## src/rtl/uart_line_echo_if.sv

```systemverilog
// Bus between the line-echo engine (master) and the UART register slave.
// One request at a time; bus_ready is a single-cycle completion strobe.
interface uart_line_echo_if;
    logic        bus_enable;
    logic        bus_wr_en;
    logic [31:0] bus_addr;
    logic [31:0] bus_wdata;
    logic        bus_ready;
    logic [31:0] bus_rdata;
    logic        bus_err;

    modport master (
        output bus_enable,
        output bus_wr_en,
        output bus_addr,
        output bus_wdata,
        input  bus_ready,
        input  bus_rdata,
        input  bus_err
    );

    modport slave (
        input  bus_enable,
        input  bus_wr_en,
        input  bus_addr,
        input  bus_wdata,
        output bus_ready,
        output bus_rdata,
        output bus_err
    );
endinterface

```

## src/rtl/uart_line_echo.sv

```systemverilog
// Programs a UART, buffers received bytes into lines and replays each line back out.
// Optional macro UART_LINE_ECHO_UPCASE_EN upcases replayed ASCII letters.
module uart_line_echo #(
    parameter logic [15:0] BAUD_DIV    = 16'd469,
    parameter int unsigned DEPTH       = 16,
    parameter logic [7:0]  TERM        = 8'h0D,
    parameter logic [31:0] ADDR_DATA     = 32'd0,
    parameter logic [31:0] ADDR_STATUS   = 32'd1,
    parameter logic [31:0] ADDR_INT      = 32'd2,
    parameter logic [31:0] ADDR_INT_PEND = 32'd3,
    parameter logic [31:0] ADDR_BAUD_L   = 32'd4,
    parameter logic [31:0] ADDR_BAUD_H   = 32'd5
) (
    input  logic                    clk,
    input  logic                    rst,
    uart_line_echo_if.master        bus,
    output logic                    busy,
    output logic [15:0]             line_count,
    output logic                    err_sticky
);

    localparam int unsigned PtrW = (DEPTH > 1) ? $clog2(DEPTH) : 1;
    localparam int unsigned CntW = PtrW + 1;

    typedef enum logic [3:0] {
        StInitBl,
        StInitBh,
        StInitIe,
        StPoll,
        StReadRx,
        StStore,
        StTxPoll,
        StTxWrite,
        StClrInt
    } state_e;

    state_e            r_state;
    logic              r_bus_enable;
    logic              r_bus_wr_en;
    logic [31:0]       r_bus_addr;
    logic [31:0]       r_bus_wdata;
    logic [PtrW-1:0]   r_wr_ptr;
    logic [PtrW-1:0]   r_rd_ptr;
    logic [CntW-1:0]   r_count;
    logic [CntW-1:0]   r_tx_cnt;
    logic [7:0]        r_rx_byte;
    logic [15:0]       r_line_count;
    logic              r_err_sticky;
    logic [7:0]        r_buf [DEPTH];

    state_e            w_state_d;
    logic              w_en_d;
    logic              w_wr_d;
    logic [31:0]       w_addr_d;
    logic [31:0]       w_wdata_d;
    logic [PtrW-1:0]   w_wr_ptr_d;
    logic [PtrW-1:0]   w_rd_ptr_d;
    logic [CntW-1:0]   w_count_d;
    logic [CntW-1:0]   w_count_inc;
    logic [CntW-1:0]   w_tx_cnt_d;
    logic [CntW-1:0]   w_tx_cnt_inc;
    logic [7:0]        w_rx_byte_d;
    logic [15:0]       w_line_d;
    logic              w_err_d;
    logic              w_buf_we;
    logic              w_xact;
    logic              w_xfer_done;
    logic              w_req_wr;
    logic [31:0]       w_req_addr;
    logic [31:0]       w_req_data;
    logic [7:0]        w_tx_raw;
    logic [7:0]        w_tx_byte;
    logic              w_unused_rdata;

    assign w_xfer_done    = r_bus_enable & bus.bus_ready;
    assign w_count_inc    = r_count + 1'b1;
    assign w_tx_cnt_inc   = r_tx_cnt + 1'b1;
    assign w_tx_raw       = r_buf[r_rd_ptr];
    assign w_unused_rdata = ^bus.bus_rdata[31:8];

`ifdef UART_LINE_ECHO_UPCASE_EN
    assign w_tx_byte = ((w_tx_raw >= 8'h61) && (w_tx_raw <= 8'h7A)) ? (w_tx_raw - 8'h20)
                                                                      : w_tx_raw;
`else
    assign w_tx_byte = w_tx_raw;
`endif

    always_comb begin
        w_state_d   = r_state;
        w_en_d      = r_bus_enable;
        w_wr_d      = r_bus_wr_en;
        w_addr_d    = r_bus_addr;
        w_wdata_d   = r_bus_wdata;
        w_wr_ptr_d  = r_wr_ptr;
        w_rd_ptr_d  = r_rd_ptr;
        w_count_d   = r_count;
        w_tx_cnt_d  = r_tx_cnt;
        w_rx_byte_d = r_rx_byte;
        w_line_d    = r_line_count;
        w_err_d     = r_err_sticky | (w_xfer_done & bus.bus_err);
        w_buf_we    = 1'b0;
        w_xact      = 1'b1;
        w_req_wr    = 1'b0;
        w_req_addr  = ADDR_STATUS;
        w_req_data  = 32'd0;

        // Request each bus state would issue; STORE is purely internal.
        case (r_state)
            StInitBl: begin
                w_req_wr   = 1'b1;
                w_req_addr = ADDR_BAUD_L;
                w_req_data = {24'd0, BAUD_DIV[7:0]};
            end
            StInitBh: begin
                w_req_wr   = 1'b1;
                w_req_addr = ADDR_BAUD_H;
                w_req_data = {24'd0, BAUD_DIV[15:8]};
            end
            StInitIe: begin
                w_req_wr   = 1'b1;
                w_req_addr = ADDR_INT;
                w_req_data = 32'd3;
            end
            StPoll, StTxPoll: begin
                w_req_addr = ADDR_STATUS;
            end
            StReadRx: begin
                w_req_addr = ADDR_DATA;
            end
            StTxWrite: begin
                w_req_wr   = 1'b1;
                w_req_addr = ADDR_DATA;
                w_req_data = {24'd0, w_tx_byte};
            end
            StClrInt: begin
                w_req_wr   = 1'b1;
                w_req_addr = ADDR_INT_PEND;
                w_req_data = 32'd3;
            end
            default: w_xact = 1'b0;
        endcase

        // Enable only rises from low, so there is always an idle cycle between requests.
        if (w_xact && !r_bus_enable) begin
            w_en_d    = 1'b1;
            w_wr_d    = w_req_wr;
            w_addr_d  = w_req_addr;
            w_wdata_d = w_req_data;
        end
        if (w_xfer_done) begin
            w_en_d = 1'b0;
            w_wr_d = 1'b0;
        end

        case (r_state)
            StInitBl: if (w_xfer_done) w_state_d = StInitBh;
            StInitBh: if (w_xfer_done) w_state_d = StInitIe;
            StInitIe: if (w_xfer_done) w_state_d = StPoll;
            StPoll: begin
                if (w_xfer_done && bus.bus_rdata[0]) w_state_d = StReadRx;
            end
            StReadRx: begin
                if (w_xfer_done) begin
                    w_rx_byte_d = bus.bus_rdata[7:0];
                    w_state_d   = StStore;
                end
            end
            StStore: begin
                w_buf_we   = 1'b1;
                w_wr_ptr_d = r_wr_ptr + 1'b1;
                w_count_d  = w_count_inc;
                if ((r_rx_byte == TERM) || (w_count_inc == CntW'(DEPTH))) begin
                    w_tx_cnt_d = '0;
                    w_state_d  = StTxPoll;
                    if (r_rx_byte != TERM) w_err_d = 1'b1;
                end else begin
                    w_state_d = StPoll;
                end
            end
            StTxPoll: begin
                if (w_xfer_done && !bus.bus_rdata[1]) w_state_d = StTxWrite;
            end
            StTxWrite: begin
                if (w_xfer_done) begin
                    w_rd_ptr_d = r_rd_ptr + 1'b1;
                    w_tx_cnt_d = w_tx_cnt_inc;
                    w_state_d  = (w_tx_cnt_inc == r_count) ? StClrInt : StTxPoll;
                end
            end
            StClrInt: begin
                if (w_xfer_done) begin
                    w_count_d  = '0;
                    w_tx_cnt_d = '0;
                    w_wr_ptr_d = '0;
                    w_rd_ptr_d = '0;
                    w_line_d   = r_line_count + 16'd1;
                    w_state_d  = StPoll;
                end
            end
            default: w_state_d = StInitBl;
        endcase
    end

    always_ff @(posedge clk) begin
        if (rst) begin
            r_state      <= StInitBl;
            r_bus_enable <= 1'b0;
            r_bus_wr_en  <= 1'b0;
            r_bus_addr   <= 32'd0;
            r_bus_wdata  <= 32'd0;
            r_wr_ptr     <= '0;
            r_rd_ptr     <= '0;
            r_count      <= '0;
            r_tx_cnt     <= '0;
            r_rx_byte    <= 8'd0;
            r_line_count <= 16'd0;
            r_err_sticky <= 1'b0;
        end else begin
            r_state      <= w_state_d;
            r_bus_enable <= w_en_d;
            r_bus_wr_en  <= w_wr_d;
            r_bus_addr   <= w_addr_d;
            r_bus_wdata  <= w_wdata_d;
            r_wr_ptr     <= w_wr_ptr_d;
            r_rd_ptr     <= w_rd_ptr_d;
            r_count      <= w_count_d;
            r_tx_cnt     <= w_tx_cnt_d;
            r_rx_byte    <= w_rx_byte_d;
            r_line_count <= w_line_d;
            r_err_sticky <= w_err_d;
        end
    end

    always_ff @(posedge clk) begin
        if (w_buf_we) r_buf[r_wr_ptr] <= r_rx_byte;
    end

    assign bus.bus_enable = r_bus_enable;
    assign bus.bus_wr_en  = r_bus_wr_en;
    assign bus.bus_addr   = r_bus_addr;
    assign bus.bus_wdata  = r_bus_wdata;
    assign busy           = (r_state != StPoll);
    assign line_count     = r_line_count;
    assign err_sticky     = r_err_sticky;

endmodule

```

## src/flat_wrapper.sv

```systemverilog
// flat-port wrapper written by rule: the top's interface ports become plain ports
module uart_line_echo_flat 
#(
    parameter logic [15:0] BAUD_DIV    = 16'd469,
    parameter int unsigned DEPTH       = 16,
    parameter logic [7:0]  TERM        = 8'h0D,
    parameter logic [31:0] ADDR_DATA     = 32'd0,
    parameter logic [31:0] ADDR_STATUS   = 32'd1,
    parameter logic [31:0] ADDR_INT      = 32'd2,
    parameter logic [31:0] ADDR_INT_PEND = 32'd3,
    parameter logic [31:0] ADDR_BAUD_L   = 32'd4,
    parameter logic [31:0] ADDR_BAUD_H   = 32'd5
)
  (clk, rst, busy, line_count, err_sticky, bus_bus_enable, bus_bus_wr_en, bus_bus_addr, bus_bus_wdata, bus_bus_ready, bus_bus_rdata, bus_bus_err);
  uart_line_echo_if bus_i ();
  input  logic clk;
  input  logic rst;
  output logic busy;
  output logic [15:0] line_count;
  output logic err_sticky;
  output wire logic [$bits(bus_i.bus_enable)-1:0] bus_bus_enable;
  output wire logic [$bits(bus_i.bus_wr_en)-1:0] bus_bus_wr_en;
  output wire logic [$bits(bus_i.bus_addr)-1:0] bus_bus_addr;
  output wire logic [$bits(bus_i.bus_wdata)-1:0] bus_bus_wdata;
  input wire logic [$bits(bus_i.bus_ready)-1:0] bus_bus_ready;
  input wire logic [$bits(bus_i.bus_rdata)-1:0] bus_bus_rdata;
  input wire logic [$bits(bus_i.bus_err)-1:0] bus_bus_err;
  assign bus_bus_enable = bus_i.bus_enable;
  assign bus_bus_wr_en = bus_i.bus_wr_en;
  assign bus_bus_addr = bus_i.bus_addr;
  assign bus_bus_wdata = bus_i.bus_wdata;
  assign bus_i.bus_ready = bus_bus_ready;
  assign bus_i.bus_rdata = bus_bus_rdata;
  assign bus_i.bus_err = bus_bus_err;
  uart_line_echo #(.BAUD_DIV(BAUD_DIV), .DEPTH(DEPTH), .TERM(TERM), .ADDR_DATA(ADDR_DATA), .ADDR_STATUS(ADDR_STATUS), .ADDR_INT(ADDR_INT), .ADDR_INT_PEND(ADDR_INT_PEND), .ADDR_BAUD_L(ADDR_BAUD_L), .ADDR_BAUD_H(ADDR_BAUD_H)) u_core (.clk(clk), .rst(rst), .bus(bus_i), .busy(busy), .line_count(line_count), .err_sticky(err_sticky));
endmodule
```

## config.mk

```make
export PLATFORM = sky130hd
export DESIGN_NAME = uart_line_echo_flat
export DESIGN_NICKNAME = d
export VERILOG_FILES = /design/src/rtl/uart_line_echo_if.sv /design/src/rtl/uart_line_echo.sv /design/src/flat_wrapper.sv
export SDC_FILE = /design/constraint.sdc
export NUM_CORES = 1
export LEC_CHECK = 0
export ABC_AREA = 1
export BUFFER_PORTS_ARGS = -buffer_cell sky130_fd_sc_hd__buf_2
export CELL_PAD_IN_SITES_DETAIL_PLACEMENT = 0
export CELL_PAD_IN_SITES_GLOBAL_PLACEMENT = 1
export CORE_UTILIZATION = 48
export CTS_CLUSTER_DIAMETER = 200
export DETAILED_ROUTE_END_ITERATION = 10
export PLACE_DENSITY_LB_ADDON = 0.1
export RECOVER_POWER = 100
export SLEW_MARGIN = 20
export SYNTH_ARGS = -nofsm -noshare
export SYNTH_HDL_FRONTEND = slang
export SYNTH_SLANG_ARGS = --single-unit
```

## constraint.sdc

```tcl
create_clock -name clk -period 3.4 [get_ports clk]
set_input_delay 0.51 -clock clk [delete_from_list [all_inputs] [get_ports clk]]
set_output_delay 0.51 -clock clk [all_outputs]
set_load 0.05 [all_outputs]
```

Word-level counts from Yosys, hierarchy flattened

Memories as Yosys holds them, arrays and structs flattened. A register that Yosys moved wholly into a read port is not among the register bits.
Cells that the tools add are included.

Register bits after elaboration: 113
RAM bits: 128
Bits of input ports: 36
Output and inout bits: 84
Logic and storage cells: 95
Memories: 1

Memories:

| name         | depth | bits a word | read ports | clocked after Yosys merged registers in | write ports | line                 | source |
|---|---|---|---|---|---|---|---|
| u_core.r_buf | 16    | 8           | 1          | 1                                       | 1           | uart_line_echo.sv:49 | `logic [7:0] r_buf [DEPTH];` |

Add/subtract/negate cells: 5
Equality and inequality tests: 22
Muxes and demuxes: 31
Bitwise gates (word level): 3
Reduce and logical (&&, ||, !) cells: 21

Operators by type and width:

| operator                | count |
|---|---|
| $mux W4                 | 12 |
| $pmux W4 S8             | 1 |
| $pmux W8 S4             | 1 |
| $ne A2 B1 Y1 const B    | 9 |
| $add A16 B1 Y16 const B | 1 |
| $eq A4 B3 Y1 const B    | 4 |
| $pmux W4 S2             | 2 |
| $mux W5                 | 3 |
| $pmux W3 S5             | 1 |
| $pmux W5 S3             | 1 |
| $add A5 B1 Y5 const B   | 2 |
| $pmux W5 S2             | 1 |
| $add A4 B1 Y4 const B   | 2 |
| $eq A4 B2 Y1 const B    | 2 |
| $eq A8 B4 Y1 const B    | 1 |
| $mux W1                 | 8 |
| $ne A8 B4 Y1 const B    | 1 |
| $reduce_or A8 Y1        | 1 |
| $reduce_and A7 Y1       | 1 |
| $reduce_and A2 Y1       | 3 |
| $reduce_or A2 Y1        | 3 |
| $eq A5 B5 Y1            | 1 |
| $eq A5 B5 Y1 const B    | 1 |
| $reduce_or A5 Y1        | 1 |
| 14 further kinds        | 19 |

Depth between registers and ports, before layout

Depth after elaboration: 6
Gate-level depth with buffers: 13
Gate-level depth less buffers: 13

Least setup slack after synthesis

OpenSTA, ideal clock, no wires.

Path type: reg2reg
Start: reg u_core.r_state[3]
End: mem u_core.r_buf[0][0] (enable)
Library setup time: 0.370 ns
Arrival time: 1.499 ns
Data required time: 3.030 ns
Setup slack: 1.531 ns
Stages on the path, launching flop included: 9
Buffers on the path: 1
Clock period less this slack: 1.869 ns
Cells stage by stage: dfxtp_1 -> inv_1 -> nand2_1 -> inv_1 -> nand3_1 -> inv_1 -> buf_2 -> nand2_1 -> nor2_1

Cells in the longest elaborated chain, start to end: 4

RTL lines:

| element                       | line                  | source |
|---|---|---|
| from (decl)                   | uart_line_echo.sv:37  | `state_e r_state;` |
| from (signal assigned)        | uart_line_echo.sv:206 | `r_state <= StInitBl;` |
| from (signal assigned)        | uart_line_echo.sv:219 | `r_state <= w_state_d;` |
| $eq A4 B3 Y1                  | uart_line_echo.sv:155 | `case (r_state)` |
| $mux W1                       | uart_line_echo.sv:155 |  |
| $mux W1                       | uart_line_echo.sv:235 | `if (w_buf_we) r_buf[r_wr_ptr] <= r_rx_byte;` |
| $mux W1 (implied by the code) | uart_line_echo.sv:235 |  |
| to (decl)                     | uart_line_echo.sv:49  |  |

Every way passes these cells.

==> results by group <==
Place
  • Placed cells: 1123
  • GP Congestion: 0.821
  • Port Buffer Count: 42
  • Dpl hpwl: 12600 um

Yosys
  • Mapped Cells: 882
  • #FFs+latches synth: 192
  • Post-synth top cells: nor2_1, edfxtp_1, nand2_1
  • Yosys Warn Count: 0
  • Ranking of synthesized cells by area: edfxtp_1, dfxtp_1, nor2_1, o21ai_0, nand2_1
  • Syn_area_per_cell: 9.69 sq um
  • Post-synth top area share: 45.0%
  • Distinct cells, synth: 37
  • Synth area leader: edfxtp_1
  • Async set-reset flop share out of synthesis: 0%
  • Post-Syn Area: 8550 sq um
  • Most used DFF post-synth: edfxtp_1
  • Seq/Total Area, Yosys: 60.0%
  • Post-synth EDFFs: approximately 130
  • Most common cell in the synthesized netlist: nor2_1

STA
  • Slew Viols, Final: 0
  • Fin Setup TNS: 0 ns
  • Setup violators final: 0
  • Fin crit share: 78.4%
  • Fin crit period: 2.67 ns
  • Hold_ws: approximately 0.32 ns
  • Slew at the pin with the worst max-slew slack: 1.49 ns
  • RSZ-0062 raised after global routing: no
  • Worst clock skew: slightly below 0.007 ns
  • Max-slew headroom: less than 1%
  • Final hold vios: 0
  • Fmax: ~380 MHz

Drt
  • TritonRoute pass-1 iters: 5
  • Vias: 6022
  • DRC: 0
  • Post-DRT Antenna Nets: 0
  • Post-DR wirelength/cell: 16.5 um
  • Final wirelength: 19100 um
  • Initial DRC count: 399
  • Vias per cell: 5.21

Worst setup path
  • WP buf/inv: 2
  • Slowest-stage cell, CP: clkbuf_1
  • Critical path depth: 4
  • CP arrival: 2.97 ns
  • Max FO, Critical Path: 30
  • CP startpoint kind: input port
  • R2R cell count: 8
  • Max incr delay on CP: 1.06 ns
  • CP top delay family: buffers and inverters
  • Critical Path RT: roughly 3.7 ns
  • CP Class: in2reg
  • Worst path cell trace: clkbuf_1, inv_1, nand2_1, nor3b_1
  • Setup crit end kind: flip-flop
  • CP startpoint: rst

Final layout
  • # diodes: 0
  • Final #Nets: 961
  • Non-filler instance count after layout: around 1200
  • Area Overhead vs Synth: 7.64%
  • Share of layout cells above drive strength 1: 5.81%

Flow run
  • Max cap viols: 1

Clocking
  • Total CTS buffers: 17
  • Number of post-CTS setup repair buffers: 0
  • Htree depth: 4
  • Post_cts resized: 0
  • CTS Hold Bufs: 0
  • CTS tree: done
  • Clk pin slew, worst setup/hold paths: 0.07 ns
  • Sink Count: 192
  • Clock latency reported for the late side of the worst-skew pair: 0.43 ns
  • Maximum clock insertion buffer count: 2
  • CTS root buf: clkbuf_16

Global route
  • Global-route wire length before repair: around 30000 um
  • Vias in the first global route: 5592
  • Gr ovfl total: 0
  • Initial antenna violation count: 0
  • GRT Overall Usage: 21.8%
  • Largest net degree at the start of global routing: between 60 and 70

Worst hold path
  • Worst Hold Class: in2reg
  • WHS Path Cells: 3
  • Hold Crit Start: bus_bus_err

Run status
  • Outcome: complete, but fails checks
  • Violated checks: max-capacitance violations

Floorplan
  • Core area: 17400 sq um
  • Die Wd: 135 um
  • Die Y: 135 um
  • Initial Util: 49.3%
  • Core Rows: 48
  • I/O pin count: 120
  • DIE AREA: 18300 sq um

Pwr
  • PD cells: 561 nW/um^2
  • Pint: approximately 0.0037 W
  • Static Leak: 3.34 nW
  • Switching Fraction: 28.0%
  • Comb power frac: between 10% and 20%
  • Worst vdd ir: around 0.00043 V
  • Clock network fraction of design power: 36.8%
  • Sequential power share: 49.9%
  • NetSw: 0.00144 W
[placed cells by master (no fill, tap or decap), types with 2 or more instances in the layout]
master / instances
a21oi_1: 58
a21oi_2: 2
a31oi_1: 3
buf_2: 10
buf_4: 5
clkbuf_1: 38
clkbuf_16: 17
clkbuf_8: 3
clkinv_4: 3
conb_1: 53
dfxtp_1: 63
edfxtp_1: 128
ha_1: 8
inv_1: 60
inv_2: 2
inv_4: 3
nand2_1: 118
nand2_2: 2
nand3_1: 55
nand4_1: 12
nor2_1: 147
nor3_1: 7
o211ai_1: 24
o21ai_0: 91
o22ai_1: 2
xnor2_1: 2
xor2_1: 2
[worst reg2reg max path, stage by stage (launching register included)]
cell	delay [ns]
dfxtp_2	0.33
clkinv_1	0.72
buf_4	0.53
o21ai_0	0.27
o211ai_1	0.17
nand3_1	0.19
nand2_1	0.11
nand2_1	0.07
a21oi_1	0.06
[worst paths after layout]
check	slack (ns)	end
max	0.73	flip-flop
max reg2reg	0.77	u_core.bus.bus_wdata[6]
min reg2reg	0.47	u_core.line_count[4]
min	0.32	u_core.err_sticky
[power groups by stage]
stage / logic (W) / clock network (W) / registers, W
after global routing: 0.000749 / 0.00201 / 0.00258
after floorplan: 0.000482 / 0 / 0.00280
final: 0.000691 / 0.00190 / 0.00258
after CTS: 0.000730 / 0.00194 / 0.00257
after detailed placement: 0.000728 / 0 / 0.00263
after global placement: 0.000725 / 0 / 0.00262
[metal layers]
layer	wire, um	part of all wire (%)	GRT usage [%]
met5	0	0	0
met4	248	1.3	7.18
met3	927	4.9	3.44
met2	9320	49	35.7
met1	8610	45	29.4
[state kept, by name, summed over array words and instances, names as in the netlist, named ones only]
register	count
u_core.bus.bus_addr	3
u_core.bus.bus_enable	1
u_core.bus.bus_wdata	8
u_core.bus.bus_wr_en	1
u_core.err_sticky	1
u_core.line_count	16
u_core.r_buf	128
u_core.r_count	5
u_core.r_rd_ptr	4
u_core.r_rx_byte	8
u_core.r_state	4
u_core.r_tx_cnt	5
u_core.r_wr_ptr	4
[through the flow]
step	setup slack, ns	area (sq um)	total power [W]	util (%)
after floorplan	1.53	8740	0.00328	-
after global placement	0.856	8750	0.00335	50.4
after detailed placement	0.803	8750	0.00335	50.4
after CTS	0.766	9310	0.00524	53.7
after global routing	0.449	9200	0.00534	53.0
final	0.734	9200	0.00517	53.0
[final cells by class]
type / instances / area, sq um
Fill cell: 1606 / 8160
Tap cell: 225 / 282
Clock buffer: 24 / 482
Multi-Input combinational cell: 594 / 2780
Inverter: 63 / 236
Timing Repair Buffer: 49 / 215
Clock inverter: 8 / 80.1
Sequential cell: 192 / 5130
[logic make-up (layout without fill, tap and decap cells)]
logic type | Yosys count | count (layout) | share of synthesized area, %
AOI/OAI and AO/OA | 182 | 182 | 11.7
xor gates and xnor gates | 4 | 4 | 0.410
adders and majority gates | 8 | 8 | 1.17
buffers and inverters | 148 | 144 | 9.06
DFF | 192 | 192 | 60.0
other | 1 | 53 | 0.0439
and+or+nand+nor | 347 | 347 | 17.6
No activity file was read; power rests on OpenSTA's default activity.
